**config.mk**
```make
export PLATFORM = sky130hd
export DESIGN_NAME = vga_timing_gen_param
export DESIGN_NICKNAME = d
export VERILOG_FILES = /design/src/rtl/vga_timing_pkg.sv /design/src/rtl/vga_timing_gen_param_delay_line.sv /design/src/rtl/vga_timing_gen_param.sv
export SDC_FILE = /design/constraint.sdc
export NUM_CORES = 1
export LEC_CHECK = 0
export ABC_AREA = 1
export BUFFER_PORTS_ARGS = -buffer_cell sky130_fd_sc_hd__buf_2
export CAP_MARGIN = 20
export CORE_AREA = 4 4 137 139
export CTS_BUF_LIST = sky130_fd_sc_hd__clkbuf_4
export CTS_CLUSTER_DIAMETER = 30
export DETAILED_ROUTE_END_ITERATION = 10
export DIE_AREA = 0 0 141 143
export GPL_TIMING_DRIVEN = 0
export PLACE_DENSITY = 0.44
export SYNTH_ARGS = -nofsm -noshare
export SYNTH_HDL_FRONTEND = slang
export SYNTH_SLANG_ARGS = --single-unit
```
**constraint.sdc**
```tcl
create_clock -name iVGA_CLK -period 6.97 [get_ports iVGA_CLK]
set_input_delay 0.697 -clock iVGA_CLK [delete_from_list [all_inputs] [get_ports iVGA_CLK]]
set_output_delay 0.697 -clock iVGA_CLK [all_outputs]
set_load 0.02 [all_outputs]
```
**src/rtl/vga_timing_pkg.sv**
```systemverilog
// Shared constants, payload struct and helpers for the parametrised VGA timing generator.
package vga_timing_pkg;

    localparam int unsigned X_W = 11;
    localparam int unsigned Y_W = 10;

    localparam logic [1:0] MODE_PASS  = 2'd0;
    localparam logic [1:0] MODE_BARS  = 2'd1;
    localparam logic [1:0] MODE_CHECK = 2'd2;
    localparam logic [1:0] MODE_WHITE = 2'd3;

    // Stage-0 control and coordinates carried together down the alignment pipe
    typedef struct packed {
        logic           fs;
        logic           vis;
        logic           hs;
        logic           vs;
        logic [X_W-1:0] x;
        logic [Y_W-1:0] y;
    } pipe_t;

    // Sum of the four segments of a line or a frame
    function automatic int unsigned seg_total(input int unsigned act, input int unsigned fp,
                                              input int unsigned sync, input int unsigned bp);
        return act + fp + sync + bp;
    endfunction

    // Colour-bar channel mask {B,G,R}: white, yellow, cyan, green, magenta, red, blue, black
    function automatic logic [2:0] bar_bgr(input logic [2:0] idx);
        case (idx)
            3'd0:    return 3'b111;
            3'd1:    return 3'b011;
            3'd2:    return 3'b110;
            3'd3:    return 3'b010;
            3'd4:    return 3'b101;
            3'd5:    return 3'b001;
            3'd6:    return 3'b100;
            default: return 3'b000;
        endcase
    endfunction

endpackage

```
**src/rtl/vga_timing_gen_param_delay_line.sv**
```systemverilog
// Fixed-depth shift register; depth 0 degenerates to a plain wire.
module vga_delay_line #(
    parameter int unsigned      WIDTH     = 1,
    parameter int unsigned      DEPTH     = 1,
    parameter logic [WIDTH-1:0] RESET_VAL = '0
) (
    input  logic             clk,
    input  logic             rst,
    input  logic [WIDTH-1:0] d,
    output logic [WIDTH-1:0] q
);

    generate
        if (DEPTH == 0) begin : g_wire
            logic unused_clk_rst;
            assign unused_clk_rst = clk ^ rst;
            assign q = d;
        end else begin : g_pipe
            logic [WIDTH-1:0] stage [DEPTH];

            // Shift one stage per clock
            always_ff @(posedge clk or posedge rst) begin
                if (rst) begin
                    for (int i = 0; i < int'(DEPTH); i++) stage[i] <= RESET_VAL;
                end else begin
                    stage[0] <= d;
                    for (int i = 1; i < int'(DEPTH); i++) stage[i] <= stage[i-1];
                end
            end

            assign q = stage[DEPTH-1];
        end
    endgenerate

endmodule

```
**src/rtl/vga_timing_gen_param.sv**
```systemverilog
// Parametrised VGA timing generator with frame-buffer addressing and test patterns.
module vga_timing_gen_param
    import vga_timing_pkg::*;
#(
    parameter int unsigned H_ACTIVE = 640,
    parameter int unsigned H_FP     = 16,
    parameter int unsigned H_SYNC   = 96,
    parameter int unsigned H_BP     = 48,
    parameter int unsigned V_ACTIVE = 480,
    parameter int unsigned V_FP     = 10,
    parameter int unsigned V_SYNC   = 2,
    parameter int unsigned V_BP     = 33,
    parameter int unsigned HS_POL   = 0,
    parameter int unsigned VS_POL   = 0,
    parameter int unsigned COLOR_W  = 4,
    parameter int unsigned ADDR_W   = 19,
    parameter int unsigned PIPE_LAT = 2
) (
    input  logic                   iVGA_CLK,
    input  logic                   iRST,
    input  logic                   iEN,
    input  logic [1:0]             iMODE,
    input  logic [3*COLOR_W-1:0]   iPIX_BGR,
    output logic [ADDR_W-1:0]      oADDR,
    output logic                   oADDR_VALID,
    output logic [X_W-1:0]         oX,
    output logic [Y_W-1:0]         oY,
    output logic                   oHS,
    output logic                   oVS,
    output logic                   oBLANK_n,
    output logic [COLOR_W-1:0]     oVGA_R,
    output logic [COLOR_W-1:0]     oVGA_G,
    output logic [COLOR_W-1:0]     oVGA_B,
    output logic                   oFRAME_START
);

    localparam int unsigned H_TOTAL  = seg_total(H_ACTIVE, H_FP, H_SYNC, H_BP);
    localparam int unsigned V_TOTAL  = seg_total(V_ACTIVE, V_FP, V_SYNC, V_BP);
    localparam int unsigned HS_START = H_ACTIVE + H_FP;
    localparam int unsigned HS_END   = HS_START + H_SYNC;
    localparam int unsigned VS_START = V_ACTIVE + V_FP;
    localparam int unsigned VS_END   = VS_START + V_SYNC;
    localparam int unsigned PIX_LAST = H_ACTIVE * V_ACTIVE - 1;
    localparam int unsigned PIPE_W   = $bits(pipe_t);
    localparam longint unsigned ADDR_CAP = 64'd1 << ADDR_W;
    localparam longint unsigned PIX_CNT  = 64'(H_ACTIVE) * 64'(V_ACTIVE);
    localparam logic HS_ON = 1'(HS_POL);
    localparam logic VS_ON = 1'(VS_POL);

    // Reject parameter sets the counters or address bus cannot represent
    generate
        if (H_TOTAL > 2048) begin : g_bad_h_total
            $error("H_TOTAL exceeds 2048");
        end
        if (V_TOTAL > 1024) begin : g_bad_v_total
            $error("V_TOTAL exceeds 1024");
        end
        if (PIPE_LAT > 7) begin : g_bad_pipe_lat
            $error("PIPE_LAT exceeds 7");
        end
        if (ADDR_CAP < PIX_CNT) begin : g_bad_addr_w
            $error("ADDR_W too narrow for H_ACTIVE*V_ACTIVE");
        end
    endgenerate

    logic [X_W-1:0]    h_cnt;
    logic [Y_W-1:0]    v_cnt;
    logic [ADDR_W-1:0] addr_cnt;
    logic [1:0]        mode_q;
    logic              h_last_c;
    logic              v_last_c;
    logic              vis_c;
    logic              hs_c;
    logic              vs_c;
    logic              fs_c;
    pipe_t             s0_c;
    pipe_t             dl;

    // Stage-0 decode; everything is forced inactive while disabled
    always_comb begin
        h_last_c = (32'(h_cnt) == H_TOTAL - 1);
        v_last_c = (32'(v_cnt) == V_TOTAL - 1);
        vis_c    = iEN && (32'(h_cnt) < H_ACTIVE) && (32'(v_cnt) < V_ACTIVE);
        hs_c     = iEN && (32'(h_cnt) >= HS_START) && (32'(h_cnt) < HS_END);
        vs_c     = iEN && (32'(v_cnt) >= VS_START) && (32'(v_cnt) < VS_END);
        fs_c     = iEN && (h_cnt == '0) && (v_cnt == '0);
        s0_c     = '{fs: fs_c, vis: vis_c, hs: hs_c, vs: vs_c, x: h_cnt, y: v_cnt};
    end

    // Raster counters and linear address; address holds at the last pixel until frame wrap
    always_ff @(posedge iVGA_CLK or posedge iRST) begin
        if (iRST) begin
            h_cnt    <= '0;
            v_cnt    <= '0;
            addr_cnt <= '0;
        end else if (!iEN) begin
            h_cnt    <= '0;
            v_cnt    <= '0;
            addr_cnt <= '0;
        end else begin
            if (h_last_c) begin
                h_cnt <= '0;
                v_cnt <= v_last_c ? '0 : v_cnt + 10'd1;
            end else begin
                h_cnt <= h_cnt + 11'd1;
            end
            if (h_last_c && v_last_c) begin
                addr_cnt <= '0;
            end else if (vis_c && (addr_cnt != ADDR_W'(PIX_LAST))) begin
                addr_cnt <= addr_cnt + ADDR_W'(1);
            end
        end
    end

    // Pattern mode only changes at the top-left of a frame
    always_ff @(posedge iVGA_CLK or posedge iRST) begin
        if (iRST) begin
            mode_q <= MODE_PASS;
        end else if ((h_cnt == '0) && (v_cnt == '0)) begin
            mode_q <= iMODE;
        end
    end

    assign oADDR       = addr_cnt;
    assign oADDR_VALID = vis_c & ~iRST;

    vga_delay_line #(
        .WIDTH     (PIPE_W),
        .DEPTH     (PIPE_LAT),
        .RESET_VAL ('0)
    ) u_delay (
        .clk (iVGA_CLK),
        .rst (iRST),
        .d   (s0_c),
        .q   (dl)
    );

    logic [2:0]         bar_idx_c;
    logic [2:0]         mask_c;
    logic [COLOR_W-1:0] r_c;
    logic [COLOR_W-1:0] g_c;
    logic [COLOR_W-1:0] b_c;

    // Pixel colour from the delayed coordinates, black outside the visible area
    always_comb begin
        r_c       = '0;
        g_c       = '0;
        b_c       = '0;
        mask_c    = 3'b000;
        bar_idx_c = 3'((32'(dl.x) * 32'd8) / H_ACTIVE);
        if (dl.vis) begin
            case (mode_q)
                MODE_PASS: begin
                    r_c = iPIX_BGR[COLOR_W-1:0];
                    g_c = iPIX_BGR[2*COLOR_W-1:COLOR_W];
                    b_c = iPIX_BGR[3*COLOR_W-1:2*COLOR_W];
                end
                MODE_BARS:  mask_c = bar_bgr(bar_idx_c);
                MODE_CHECK: mask_c = (dl.x[5] ^ dl.y[5]) ? 3'b000 : 3'b111;
                default:    mask_c = 3'b111;
            endcase
            if (mode_q != MODE_PASS) begin
                r_c = {COLOR_W{mask_c[0]}};
                g_c = {COLOR_W{mask_c[1]}};
                b_c = {COLOR_W{mask_c[2]}};
            end
        end
    end

    // Output register: every DAC-side signal leaves from here
    always_ff @(posedge iVGA_CLK or posedge iRST) begin
        if (iRST) begin
            oHS          <= ~HS_ON;
            oVS          <= ~VS_ON;
            oBLANK_n     <= 1'b0;
            oVGA_R       <= '0;
            oVGA_G       <= '0;
            oVGA_B       <= '0;
            oX           <= '0;
            oY           <= '0;
            oFRAME_START <= 1'b0;
        end else begin
            oHS          <= dl.hs ? HS_ON : ~HS_ON;
            oVS          <= dl.vs ? VS_ON : ~VS_ON;
            oBLANK_n     <= dl.vis;
            oVGA_R       <= r_c;
            oVGA_G       <= g_c;
            oVGA_B       <= b_c;
            oX           <= dl.x;
            oY           <= dl.y;
            oFRAME_START <= dl.fs;
        end
    end

endmodule

```
# [Word-level counts from Yosys, hierarchy flattened]
# Cells that the tools add are included.
[word_totals] inputBits=17 word_cells=79 register_bits=129 out_inout_bits=57
[op_classes] div_mod_pow=1 n_bitwise=3 magnitude_cmp=6 muxes=22 reduce_logical=16 eq_ne=13 n_addsub=3
[ops] operator="19-bit two-way mux" count=3
[ops] operator="4-bit two-way mux" count=9
[ops] operator="14-bit by 10-bit divider with 32-bit output (second input constant)" count=1
[ops] operator="10-bit two-way mux" count=3
[ops] operator="11-bit by 10-bit less-than comparator with 1-bit output (second input constant)" count=2
[ops] operator="11-bit two-way mux" count=2
[ops] operator="3-bit one-hot mux with 7 select lines" count=1
[ops] operator="10-bit by 9-bit less-than comparator with 1-bit output (second input constant)" count=2
[ops] operator="19-bit by 1-bit adder with 19-bit output (second input constant)" count=1
[ops] operator="19-bit inequality test (second input constant)" count=1
[ops] operator="11-bit by 1-bit adder with 11-bit output (second input constant)" count=1
[ops] operator="11-bit by 10-bit == test with 1-bit output (second input constant)" count=1
[ops] operator="11-bit by 10-bit greater-or-equal comparator with 1-bit output (second input constant)" count=1
[ops] operator="1-bit logical AND" count=11
[ops] operator="11-bit zero test" count=1
[ops] operator="10-bit by 1-bit adder with 10-bit output (second input constant)" count=1
[ops] operator="10-bit == test (second input constant)" count=1
[ops] operator="10-bit by 9-bit greater-or-equal comparator with 1-bit output (second input constant)" count=1
[ops] operator="10-bit zero test" count=1
[ops] operator="3-bit == test (second input constant)" count=3
[ops] operator="3-bit one-hot mux with 3 select lines" count=1
[ops] operator="3-bit by 2-bit == test with 1-bit output (second input constant)" count=2
[ops] operator="3-bit by 1-bit == test with 1-bit output (second input constant)" count=1
[ops] operator="3-bit zero test" count=1
[ops] operator="other kinds (11)" count=12

# [Longest topological paths before layout]
# Gate-level depths: netlist of the first run.
[depth] word_depth=7 ltp_mapped=23 depth_no_buf=23

# [Hierarchy]
# Synthesis of the first run repeated with hierarchy kept, for this count alone.
[unflattened] hier_cells=565 area_unflattened_um2=5506.5
[by_module_without_submodules] module="vga_timing_gen_param" instances=1 area_per_inst_um2=4063.9 seq_area_each_um2=1979.4 cells_each=489
[by_module_without_submodules] module="vga_delay_line" instances=1 area_per_inst_um2=1442.6 seq_area_each_um2=1251.2 cells_each=76

# [Least setup slack after synthesis of the first run]
# OpenSTA, ideal clock, no wires.
[synth_path] path_type="register to register" from="reg u_delay.g_pipe.stage (netlist bit u_delay.q[19])" to="reg oVGA_B[0]" stages_incl_launch_ff=20 synth_period_minus_slack_ns=2.802 arrival_time_ns=2.670 path_slack_ns=4.168 path_buffers=0 setup_time_ns=0.132 t_required_ns=6.838 path_cell_list="dfrtp_1 nor2_1 inv_1 ha_1 o21ai_2 nand3_1 nand2_1 nand3_2 nand2_4 nand3_4 nand2_1 nand2_2 nor2_4 nand3_2 nand2_1 nand3_1 nor2_1 nor2_1 nand2_1 a21oi_1"
[synth_via] elab_chain_cells=6 word_cells_on_any_way=12 classes_between="div (1); eq/ne (6); mux (4); reduce/logical (1)"
[synth_lines] element="start: declaration" line="vga_timing_gen_param_delay_line.sv:19" rtl="logic [WIDTH-1:0] stage [DEPTH];"
[synth_lines] element="14-bit by 10-bit divider with 32-bit output (*)" line="vga_timing_gen_param.sv:150" rtl="bar_idx_c = 3'((32'(dl.x) * 32'd8) / H_ACTIVE);"
[synth_lines] element="3-bit == test, or another cell as far along" line="vga_timing_pkg.sv:30" rtl="case (idx)"
[synth_lines] element="3-bit one-hot mux with 7 select lines (*)" line="vga_timing_pkg.sv:30"
[synth_lines] element="3-bit one-hot mux with 3 select lines (*)" line="vga_timing_gen_param.sv:152" rtl="case (mode_q)"
[synth_lines] element="4-bit two-way mux (*)" line="vga_timing_gen_param.sv:162" rtl="if (mode_q != MODE_PASS) begin"
[synth_lines] element="4-bit two-way mux (*)" line="vga_timing_gen_param.sv:151" rtl="if (dl.vis) begin"
[synth_lines] element="net b_c[0]" line="vga_timing_gen_param.sv:142" rtl="logic [COLOR_W-1:0] b_c;"
[synth_lines] element="end signal: assignment" line="vga_timing_gen_param.sv:178" rtl="oVGA_B <= '0;"
[synth_lines] element="end signal: assignment" line="vga_timing_gen_param.sv:188" rtl="oVGA_B <= b_c;"
[synth_lines] element="end: declaration" line="vga_timing_gen_param.sv:33" rtl="output logic [COLOR_W-1:0] oVGA_B,"
# Mark *: on every way through the listed nets, which the timed path passes. The rest lies on a longest branch.
# A chain may end at the register's enable or synchronous reset.

# [Final worst setup path of the first run]
[layout_path] from="reg u_delay.g_pipe.stage (netlist bit u_delay.q[19])" to="reg oVGA_B[1]"
# The elaborated chain is that of the path after synthesis.

==> flow_summary.json, run 1 <==
{
  "syn_area_per_cell_um2": 10.1,
  "p_comb_share_pct": 7.7,
  "detail_route.iter0.violations": 244,
  "maxCapViolCount": 0,
  "post_cts_hold_buffer_count": 0,
  "via_count": 3744,
  "rsz0062_at_grt": "no",
  "setup_slack_ns": 3.74,
  "post_synth_edffs": 0,
  "setup.worst_path.start_class": "flip-flop",
  "die_area_um2": 20200,
  "number_of_global_route_vias_before_repair": 3824,
  "setup_viol": 0,
  "avg_vias_per_cell": 4.41,
  "maxSlewViolCount": 0,
  "critical_path.startpoint": "u_delay.q[19]",
  "synthDominantAreaCellType": "dfrtp_1",
  "row_count": 49,
  "worst-slew-pin-transition_ns": 0.660,
  "gp_routability_congestion": 0.815,
  "post_synthesis_sequential_element_count": 129,
  "irDropWorstVdd_uv": 98.4,
  "pin_count": 74,
  "timing.slew.headroom_pct": 56.0,
  "htreeDepth": 4,
  "cts_made_buffers": 17,
  "nNetsFinal": 630,
  "starting_density_of_the_core_pct": 29.4,
  "wl_um": 10900,
  "timing.critical_path.fanout_max": 7,
  "insertion_delay_ns": 0.53,
  "gate_count_of_the_mapped_netlist": 514,
  "run_status": "complete, no violations",
  "critical_path_required_ns": 7.37,
  "cts_tree": "yes",
  "grt.total_usage_pct": 11.6,
  "route.antenna.remaining_nets": 0,
  "clock_skew_ns": 0.0160,
  "die_x_um": 141,
  "p_switching_w": 0.000367,
  "static-leakage-power_nw": 3.14,
  "cts_root_buffer": "clkbuf_4",
  "io_buffers": 73,
  "regToRegStartpoint": "u_delay.q[19]",
  "cts_resized": 0,
  "floorplan_die_height_um": 143,
  "r2r_slack_ns": 3.74,
  "instances_no_fill": 849,
  "power.switching_fraction_pct": 26.6,
  "hold_violations": 0,
  "grt_overflow_total": 0,
  "post_dp_cell_area_um2": 5870,
  "post_synth_instance_area_um2": 5190,
  "design_area_um2": 6140,
  "placed_cells": 817,
  "layout-area-overhead-vs-synth_pct": 18.4,
  "power_w": 0.00138,
  "clk_pin_slew_ns": 0.12,
  "grt_first_pass_wirelength_um": 18600,
  "insertedDiodeCount": 0,
  "yosys_most_used_dff": "dfrtp_1",
  "hpwlAfterDp_um": 7820,
  "setup_total_negative_slack_ns": 0,
  "postCtsSetupRepairBufs": 0,
  "synth.most_common_cell": "dfrtp_1",
  "synth.top_cell.area_share_pct": 61.3,
  "ys_top_cells_by_area": "dfrtp_1 61%, inv_1 5.7%, nand2_1 5.1%",
  "synthesis.nets": 537,
  "preCtsSetupSlack_ns": 3.70,
  "data_arrival_time_at_the_worst_slack_endpoint_ns": 3.63,
  "synth.yosys.warnings": 0,
  "sequential_fraction_of_the_synthesis_area_pct": 62.3,
  "critPathCaptureType": "flip-flop",
  "layout_worst_path_cycle_share_pct": 46.3,
  "synth.lib_cells_used.distinct": 42,
  "drive_gt1_share_pct": 22.6,
  "fmax_ghz": 0.310,
  "sequentialPowerShare_pct": 56.7,
  "placeableCoreArea_um2": 17700,
  "critical_path_start_end_classification": "flip-flop to flip-flop",
  "layout_min_cycle_time_ns": 3.23,
  "synth.top_cells.by_count": "127 x dfrtp_1, 79 x inv_1, 71 x nand2_1, 54 x nor2_1, 29 x nor3_1",
  "internal_power_w": 0.00101,
  "r2r_end": "oVGA_B[1]",
  "timing.reg2reg.worst_path_depth": 19,
  "cp-endpoint": "oVGA_B[1]",
  "cts_num_sinks": 129,
  "drcViolationCount": 0,
  "hold_path.class": "input pin to asynchronous set/reset pin",
  "wire_per_inst_um": 12.8,
  "power_density_nw_per_um2": 224,
  "clockPowerShare_pct": 35.6,
  "ys_async_sr_fraction_pct": 100,
  "drt_pass1_iterations": 6,
  "cts-root-to-sink-buffers": 2,
  "grt_antenna_before_repair": 0,
  "grt_start_max_net_pins": 74
}
## state kept, by name, summed over array words and instances, names as in the netlist
signal,count
u_delay.q,25
mode_q,2
oHS,1
oVGA_G,4
oX,11
v_cnt,10
oADDR,19
oY,10
oVGA_R,4
oBLANK_n,1
h_cnt,11
oFRAME_START,1
oVGA_B,4
u_delay.g_pipe.stage,25
oVS,1
## power by group through the flow
stage               clock network [W]  registers, W  logic [W]
finish                       0.000490      0.000782   0.000107
global route                 0.000552      0.000785   0.000123
CTS                          0.000516      0.000782   0.000110
detailed placement                  0      0.000797   0.000110
global placement                    0      0.000796   0.000106
floorplan                           0      0.000814  0.0000508
## how the worst min path moves through the flow
stage	from	to	slack, ns	cells after the start
6_report	iRST	oY[0]	0.28	2
5_1_grt	iRST	oY[8]	0.29	2
4_1_cts	iRST	oY[0]	0.25	2
3_5_place_dp	u_delay.q[11]	oX[1]	0.33	0
3_3_place_gp	u_delay.g_pipe.stage[41]	u_delay.q[16]	0.33	0
2_1_floorplan	u_delay.q[24]	oFRAME_START	0.33	0
## through the flow
stage | util, % | hold slack, ns
final | 34.8 | 0.278
after global placement | 33.1 | 0.333
after global routing | 34.8 | 0.287
after detailed placement | 33.3 | 0.335
after floorplan | - | 0.331
after CTS | 34.8 | 0.250
## per-layer routing
metal / part of all wire, % / up-vias / GRT usage, %
li1: - / 1866 / -
met1: 45 / 1790 / 14.5
met2: 49 / 73 / 19.0
met3: 4.4 / 15 / 3.48
met4: 1.8 / 0 / 4.90
met5: 0 / - / 0
## cell usage in the layout (no fill, tap or decap), drive strengths merged
cell type  count
dfrtp        127
inv           86
nand2         79
buf           77
nor2          58
nor3          31
a21oi         23
nand3         22
o21ai         20
nand4         20
clkbuf        19
clkinv         8
xor2           7
nor4           7
ha             6
a211oi         4
a221oi         3
clkinvlp       3
xnor2          2
nand3b         2
a31oi          2
mux2           2
o22ai          2
nor3b          2
bufinv         2
dfstp          2
or2            1
a2111oi        1
o221a          1
o21a           1
## logic make-up (layout without fill, tap and decap cells)
kind of cell    count (synthesis)  after routing  synth area share, %
simple gates                  222            222                 21.4
flops                         129            129                 62.3
buf+inv                        89            195                 6.61
compound gates                 57             57                 6.32
xor+xnor                        9              9                 1.52
fa+ha+maj                       6              6                 1.45
mux                             2              2                0.434
## critical path, stage by stage (launching register included)
cell and delay, ns:
dfrtp_1 0.42, nor2_1 0.29, inv_1 0.08, ha_1 0.29, o21ai_2 0.30, nand3_1 0.18, nand2_1 0.13, nand3_2 0.13
nand2_4 0.13, nand3_4 0.11, nand3_1 0.12, nand2_1 0.10, nor2_4 0.15, nand3_2 0.13, nand2_1 0.12, nand3_1 0.08
nor2_1 0.09, nor2_1 0.05, nand2_1 0.13, a21oi_1 0.09
## cell type report
class                           instances  area [µm²]
Sequential cell                       129        3230
Tap cell                              229         287
Fill cell                            1845       11500
Inverter                               84         320
Clock inverter                         15         143
Timing Repair Buffer                   74         393
Clock buffer                           17         128
Buffer                                  5        27.5
Multi-Input combinational cell        296        1610
No activity file was read; power rests on OpenSTA's default activity.
==> run 2, diff against run 1 <==
Settings changed: PLACE_DENSITY 0.44 to 0.45.
Clock period 6.97 ns to 2.7 ns, I/O delays scaled along.
==> flow_summary.json, run 2 (synthesis gave the netlist of run 1 again) <==
{
  "critical_path.max_stage_delay_ns": 0.43,
  "layout-area-overhead-vs-synth_pct": 32.3,
  "hpwlAfterDp_um": 7950,
  "preCtsSetupSlack_ns": -0.426,
  "io_buffers": 73,
  "clk_pin_slew_ns": 0.10,
  "p_comb_share_pct": 9.0,
  "critical_path.n_buffers_inverters": 1,
  "critPathCaptureType": "flip-flop",
  "row_count": 49,
  "critical_path.startpoint": "u_delay.q[19]",
  "starting_density_of_the_core_pct": 29.4,
  "clockPowerShare_pct": 36.6,
  "r2r_slack_ns": -0.18,
  "cpMaxStageDelayCell": "dfrtp_1",
  "maxSlewViolCount": 0,
  "grt.total_usage_pct": 12.3,
  "fmax_ghz": 0.348,
  "internal_power_w": 0.00277,
  "run_status": "finished, violations left",
  "cts_made_buffers": 17,
  "layout_min_cycle_time_ns": 2.88,
  "drcViolationCount": 0,
  "cp_cell_sequence": "nor2_4, inv_2, ha_4, o21ai_4, nand3_2, nand2_2, nand2_4, nor2_8, nand3_4, nand2_2, nand2_2, nor2_4, nand3_4, nand2_2, nand4_1, nor2_1, nand2_2, a21oi_2",
  "layout_worst_path_cycle_share_pct": 107,
  "drive_gt1_share_pct": 32.7,
  "sequentialPowerShare_pct": 54.4,
  "wire_per_inst_um": 13.0,
  "nNetsFinal": 680,
  "setup.worst_path.start_class": "flip-flop",
  "route.antenna.remaining_nets": 0,
  "timing.slew.headroom_pct": 52.8,
  "htreeDepth": 4,
  "setup_viol": 4,
  "cts_tree": "yes",
  "clock_skew_ns": 0.0156,
  "p_switching_w": 0.000934,
  "power_w": 0.00371,
  "cts-root-to-sink-buffers": 2,
  "cts_num_sinks": 129,
  "critical_path_start_end_classification": "flip-flop to flip-flop",
  "data_arrival_time_at_the_worst_slack_endpoint_ns": 3.35,
  "timing.reg2reg.worst_path_depth": 18,
  "setup_slack_ns": -0.177,
  "die_area_um2": 20200,
  "gp_routability_congestion": 0.834,
  "wl_um": 11700,
  "die_x_um": 141,
  "instances_no_fill": 899,
  "rsz0062_at_grt": "yes",
  "path_depth": 18,
  "regToRegStartpoint": "u_delay.q[19]",
  "hold_violations": 0,
  "pin_count": 74,
  "failed_checks": "negative setup slack",
  "insertedDiodeCount": 0,
  "power_density_nw_per_um2": 540,
  "most-common-layout-cells": "126 x dfrtp_1, 73 x inv_1, 73 x buf_2",
  "placeableCoreArea_um2": 17700,
  "cp-endpoint": "oVGA_B[0]",
  "maxCapViolCount": 0,
  "irDropWorstVdd_uv": 260,
  "detail_route.iter0.violations": 171,
  "timing.critical_path.fanout_max": 6,
  "cts_root_buffer": "clkbuf_4",
  "number_of_global_route_vias_before_repair": 4126,
  "floorplan_die_height_um": 143,
  "grt_start_max_net_pins": 44,
  "worst-slew-pin-transition_ns": 0.706,
  "grt_overflow_total": 0,
  "power.switching_fraction_pct": 25.2,
  "via_count": 3997,
  "crit_path_frequent_cell": "nand2_2",
  "avg_vias_per_cell": 4.45,
  "critical_path_required_ns": 3.17,
  "insertion_delay_ns": 0.55,
  "drt_pass1_iterations": 5,
  "hold_path.class": "flip-flop to flip-flop",
  "grt_first_pass_wirelength_um": 19700,
  "grt_antenna_before_repair": 1,
  "placed_cells": 819,
  "mostFrequentLayoutCell": "dfrtp_1",
  "static-leakage-power_nw": 3.47,
  "crit_family": "simple AND/OR/NAND/NOR gates",
  "r2r_end": "oVGA_B[0]"
}
## run 2: changes by cell type in the layout (fill, tap and decap cells not counted), moves of 5 or more
cell and delta:
nand2_2 +11, nand2_4 +5, dlygate4sd3_1 +16, nor3_1 -6, nand2_1 -16, a21oi_2 +5
a21oi_1 -6, buf_4 +31, inv_1 -5
## run 2: what timing repair did
action                                 CTS  global route
pin swaps                               18            33
hold buffers                            16             0
setup endpoints to repair               11            15
buffers inserted                        11            21
gates resized for setup                 26            39
endpoints found under the hold margin   45             0
## run 2: layout make-up
type,instances,area [µm²]
multi-input cells,296,1860
well taps,229,287
repair buffers,124,837
fillers,1763,10800
flip-flops and latches,129,3230
clock buffers,20,150
inverters,84,324
clock inverters,12,141
plain buffers,5,33.8
## run 2: per-stage QoR
| step | utilization, % | TNS (ns) | hold slack [ns] | cell area [µm²] |
|---|---|---|---|---|
| 2_1_floorplan | - | 0 | 0.331 | 5210 |
| 3_3_place_gp | 33.2 | -6.95 | 0.333 | 5860 |
| 3_5_place_dp | 33.6 | -2.55 | 0.335 | 5930 |
| 4_1_cts | 37.3 | -0.422 | 0.348 | 6580 |
| 5_1_grt | 38.9 | -1.71 | 0.363 | 6870 |
| 6_report | 38.9 | -0.698 | 0.355 | 6870 |
## run 2: power by group through the flow
stage / combinational, W / clock [W] / sequential [W]
3_3_place_gp: 0.000275 / 0 / 0.00206
6_report: 0.000332 / 0.00136 / 0.00202
4_1_cts: 0.000318 / 0.00143 / 0.00202
3_5_place_dp: 0.000292 / 0 / 0.00206
2_1_floorplan: 0.000132 / 0 / 0.00210
5_1_grt: 0.000379 / 0.00151 / 0.00203
## run 2: how the worst min path moves through the flow
stage | slack [ns] | from | depth (start not counted) | endpoint
after detailed placement | 0.33 | u_delay.g_pipe.stage[35] | 0 | u_delay.q[10]
after floorplan | 0.33 | u_delay.q[24] | 0 | oFRAME_START
after CTS | 0.35 | iRST | 3 | u_delay.q[0]
after global routing | 0.36 | u_delay.q[3] | 0 | oY[3]
final | 0.36 | u_delay.g_pipe.stage[43] | 0 | u_delay.q[18]
after global placement | 0.33 | u_delay.g_pipe.stage[41] | 0 | u_delay.q[16]
## run 2: layer usage
layer  track usage (%)  share of wire [%]
met5                 0              0.060
met4              4.59                2.2
met1              14.8                 44
met2              20.3                 49
met3              4.45                4.5
==> run 3, diff against run 2 <==
Settings changed: CORE_AREA 4 4 137 139 to 4 4 191 100, DIE_AREA 0 0 141 143 to 0 0 195 104, PLACE_DENSITY 0.45 to 0.46.
Clock period 2.7 ns to 2.48 ns, I/O delays scaled along.
==> flow_summary.json, run 3 (synthesis gave the netlist of run 1 again) <==
{
  "grt_antenna_before_repair": 0,
  "hold_path.class": "input pin to flip-flop",
  "io_buffers": 73,
  "fmax_ghz": 0.357,
  "power_density_nw_per_um2": 578,
  "gp_routability_congestion": 0.811,
  "critPathCaptureType": "flip-flop",
  "p_switching_w": 0.00102,
  "htreeDepth": 4,
  "power_w": 0.00403,
  "insertedDiodeCount": 0,
  "drt_pass1_iterations": 4,
  "die_x_um": 195,
  "route.antenna.remaining_nets": 0,
  "cts_num_sinks": 129,
  "p_comb_share_pct": 9.3,
  "cts_root_buffer": "clkbuf_4",
  "worst-slew-pin-transition_ns": 0.647,
  "floorplan_die_height_um": 104,
  "failed_checks": "negative setup slack",
  "run_status": "finished, violations left",
  "grt_overflow_total": 0,
  "nNetsFinal": 687,
  "drive_gt1_share_pct": 35.9,
  "drcViolationCount": 0,
  "row_count": 34,
  "wl_um": 11900,
  "timing.critical_path.fanout_max": 6,
  "cts_tree": "yes",
  "layout_worst_path_cycle_share_pct": 113,
  "die_area_um2": 20300,
  "hpwlAfterDp_um": 8130,
  "via_count": 3947,
  "setup.worst_path.start_class": "flip-flop",
  "placed_cells": 824,
  "number_of_global_route_vias_before_repair": 3941,
  "layout_min_cycle_time_ns": 2.80,
  "insertion_delay_ns": 0.50,
  "setup_slack_ns": -0.325,
  "internal_power_w": 0.00301,
  "critical_path_start_end_classification": "flip-flop to flip-flop",
  "maxCapViolCount": 0,
  "pin_count": 74,
  "placeableCoreArea_um2": 17300,
  "data_arrival_time_at_the_worst_slack_endpoint_ns": 3.23,
  "detail_route.iter0.violations": 161,
  "clock_skew_ns": 0.0251,
  "critical_path_required_ns": 2.90,
  "wire_per_inst_um": 13.1,
  "maxSlewViolCount": 0,
  "grt.total_usage_pct": 11.9,
  "cts_made_buffers": 17,
  "grt_first_pass_wirelength_um": 19900,
  "layout-area-overhead-vs-synth_pct": 34.4,
  "mostFrequentLayoutCell": "dfrtp_1",
  "avg_vias_per_cell": 4.34,
  "sequentialPowerShare_pct": 54.5,
  "static-leakage-power_nw": 3.51,
  "hold_violations": 0,
  "irDropWorstVdd_uv": 248,
  "cts-root-to-sink-buffers": 2,
  "setup_viol": 8,
  "most-common-layout-cells": "125 x dfrtp_1, 73 x buf_2, 70 x inv_1",
  "power.switching_fraction_pct": 25.3,
  "clockPowerShare_pct": 36.1,
  "timing.slew.headroom_pct": 56.8,
  "grt_start_max_net_pins": 41,
  "instances_no_fill": 910,
  "clk_pin_slew_ns": 0.12,
  "starting_density_of_the_core_pct": 30.0,
  "rsz0062_at_grt": "yes",
  "number_of_filler_cells_placed_in_the_layout": 1742
}
-- run 3: changes by cell type in the layout (fill, tap and decap cells not counted), moves of 3 or more --
cell / before / now
nor3_4: 3 / 6
dlygate4sd3_1: 16 / 13
buf_4: 31 / 41
inv_1: 73 / 70
a21oi_1: 17 / 14
a21oi_2: 5 / 9
-- run 3: final cells by class --
type | instances | area [µm²] | area share [%]
tap | 234 | 293 | 4.20
sequential | 129 | 3230 | 46.4
buffer | 5 | 35.0 | 0.502
clock buffer | 19 | 143 | 2.05
timing repair buffer | 131 | 875 | 12.5
multi-input combinational | 296 | 1930 | 27.6
clock inverter | 12 | 143 | 2.05
inverter | 84 | 327 | 4.68
-- run 3: metal layers --
layer	part of all wire (%)	up-vias	track usage (%)	wire length, µm
met1	49	1912	16.7	5800
met4	0.92	0	2.84	110
met5	0	-	0	0
met2	47	47	18.4	5600
li1	-	1980	-	-
met3	3.2	8	3.46	384
-- run 3: final timing paths --
path,end,slack [ns],cells after the start,from
hold / removal,oVGA_B[1],0.07,3,iPIX_BGR[9]
setup reg to reg,oVGA_B[3],-0.32,18,u_delay.q[19]
min in group asynchronous,oY[2],0.40,3,iRST
setup / recovery,oVGA_B[3],-0.32,18,u_delay.q[19]
max in group asynchronous,oFRAME_START,1.21,5,iRST
hold reg to reg,u_delay.q[15],0.34,0,u_delay.g_pipe.stage[40]
-- run 3: power by group through the flow --
stage          Clock, W  Sequential (W)  Combinational [W]
6_report        0.00146         0.00220           0.000376
5_1_grt         0.00163         0.00221           0.000420
4_1_cts         0.00153         0.00220           0.000345
3_5_place_dp          0         0.00224           0.000317
3_3_place_gp          0         0.00224           0.000303
2_1_floorplan         0         0.00229           0.000144
-- run 3: worst max-delay path, stage by stage, from the launching register on --
cell and delay [ns]:
dfrtp_2 0.46, nor2_4 0.12, inv_2 0.05, ha_4 0.21, o21ai_4 0.19, nand3_2 0.14, nand2_2 0.11, nand2_4 0.07
nor2_8 0.13, nand3_4 0.15, nand2_2 0.12, nand2_4 0.06, nor2_4 0.19, nand3_2 0.13, nand3_1 0.09, nand4_1 0.10
nor2_1 0.12, nand2_2 0.13, a21oi_2 0.15
-- run 3: timing repair --
action / 4_1_cts / 5_1_grt
buffers inserted: 8 / 35
hold buffers: 13 / 0
gates resized for setup: 28 / 45
hold endpoints to repair: 37 / 0
pin swaps: 22 / 25
endpoints found under the setup margin: 24 / 21
-- run 3: through the flow --
stage                     utilization (%)  setup slack (ns)  instance area (µm²)  setup TNS [ns]  hold slack, ns
after floorplan                         -            -0.146                 5270          -0.583           0.331
after global placement               34.3            -0.747                 5930          -38.02           0.332
after detailed placement             34.7            -0.701                 5990           -6.37           0.335
after CTS                            38.1            -0.381                 6570           -2.31         0.00584
after global routing                 40.4            -0.575                 6970           -4.54          0.0162
final                                40.4            -0.325                 6970           -1.80          0.0659
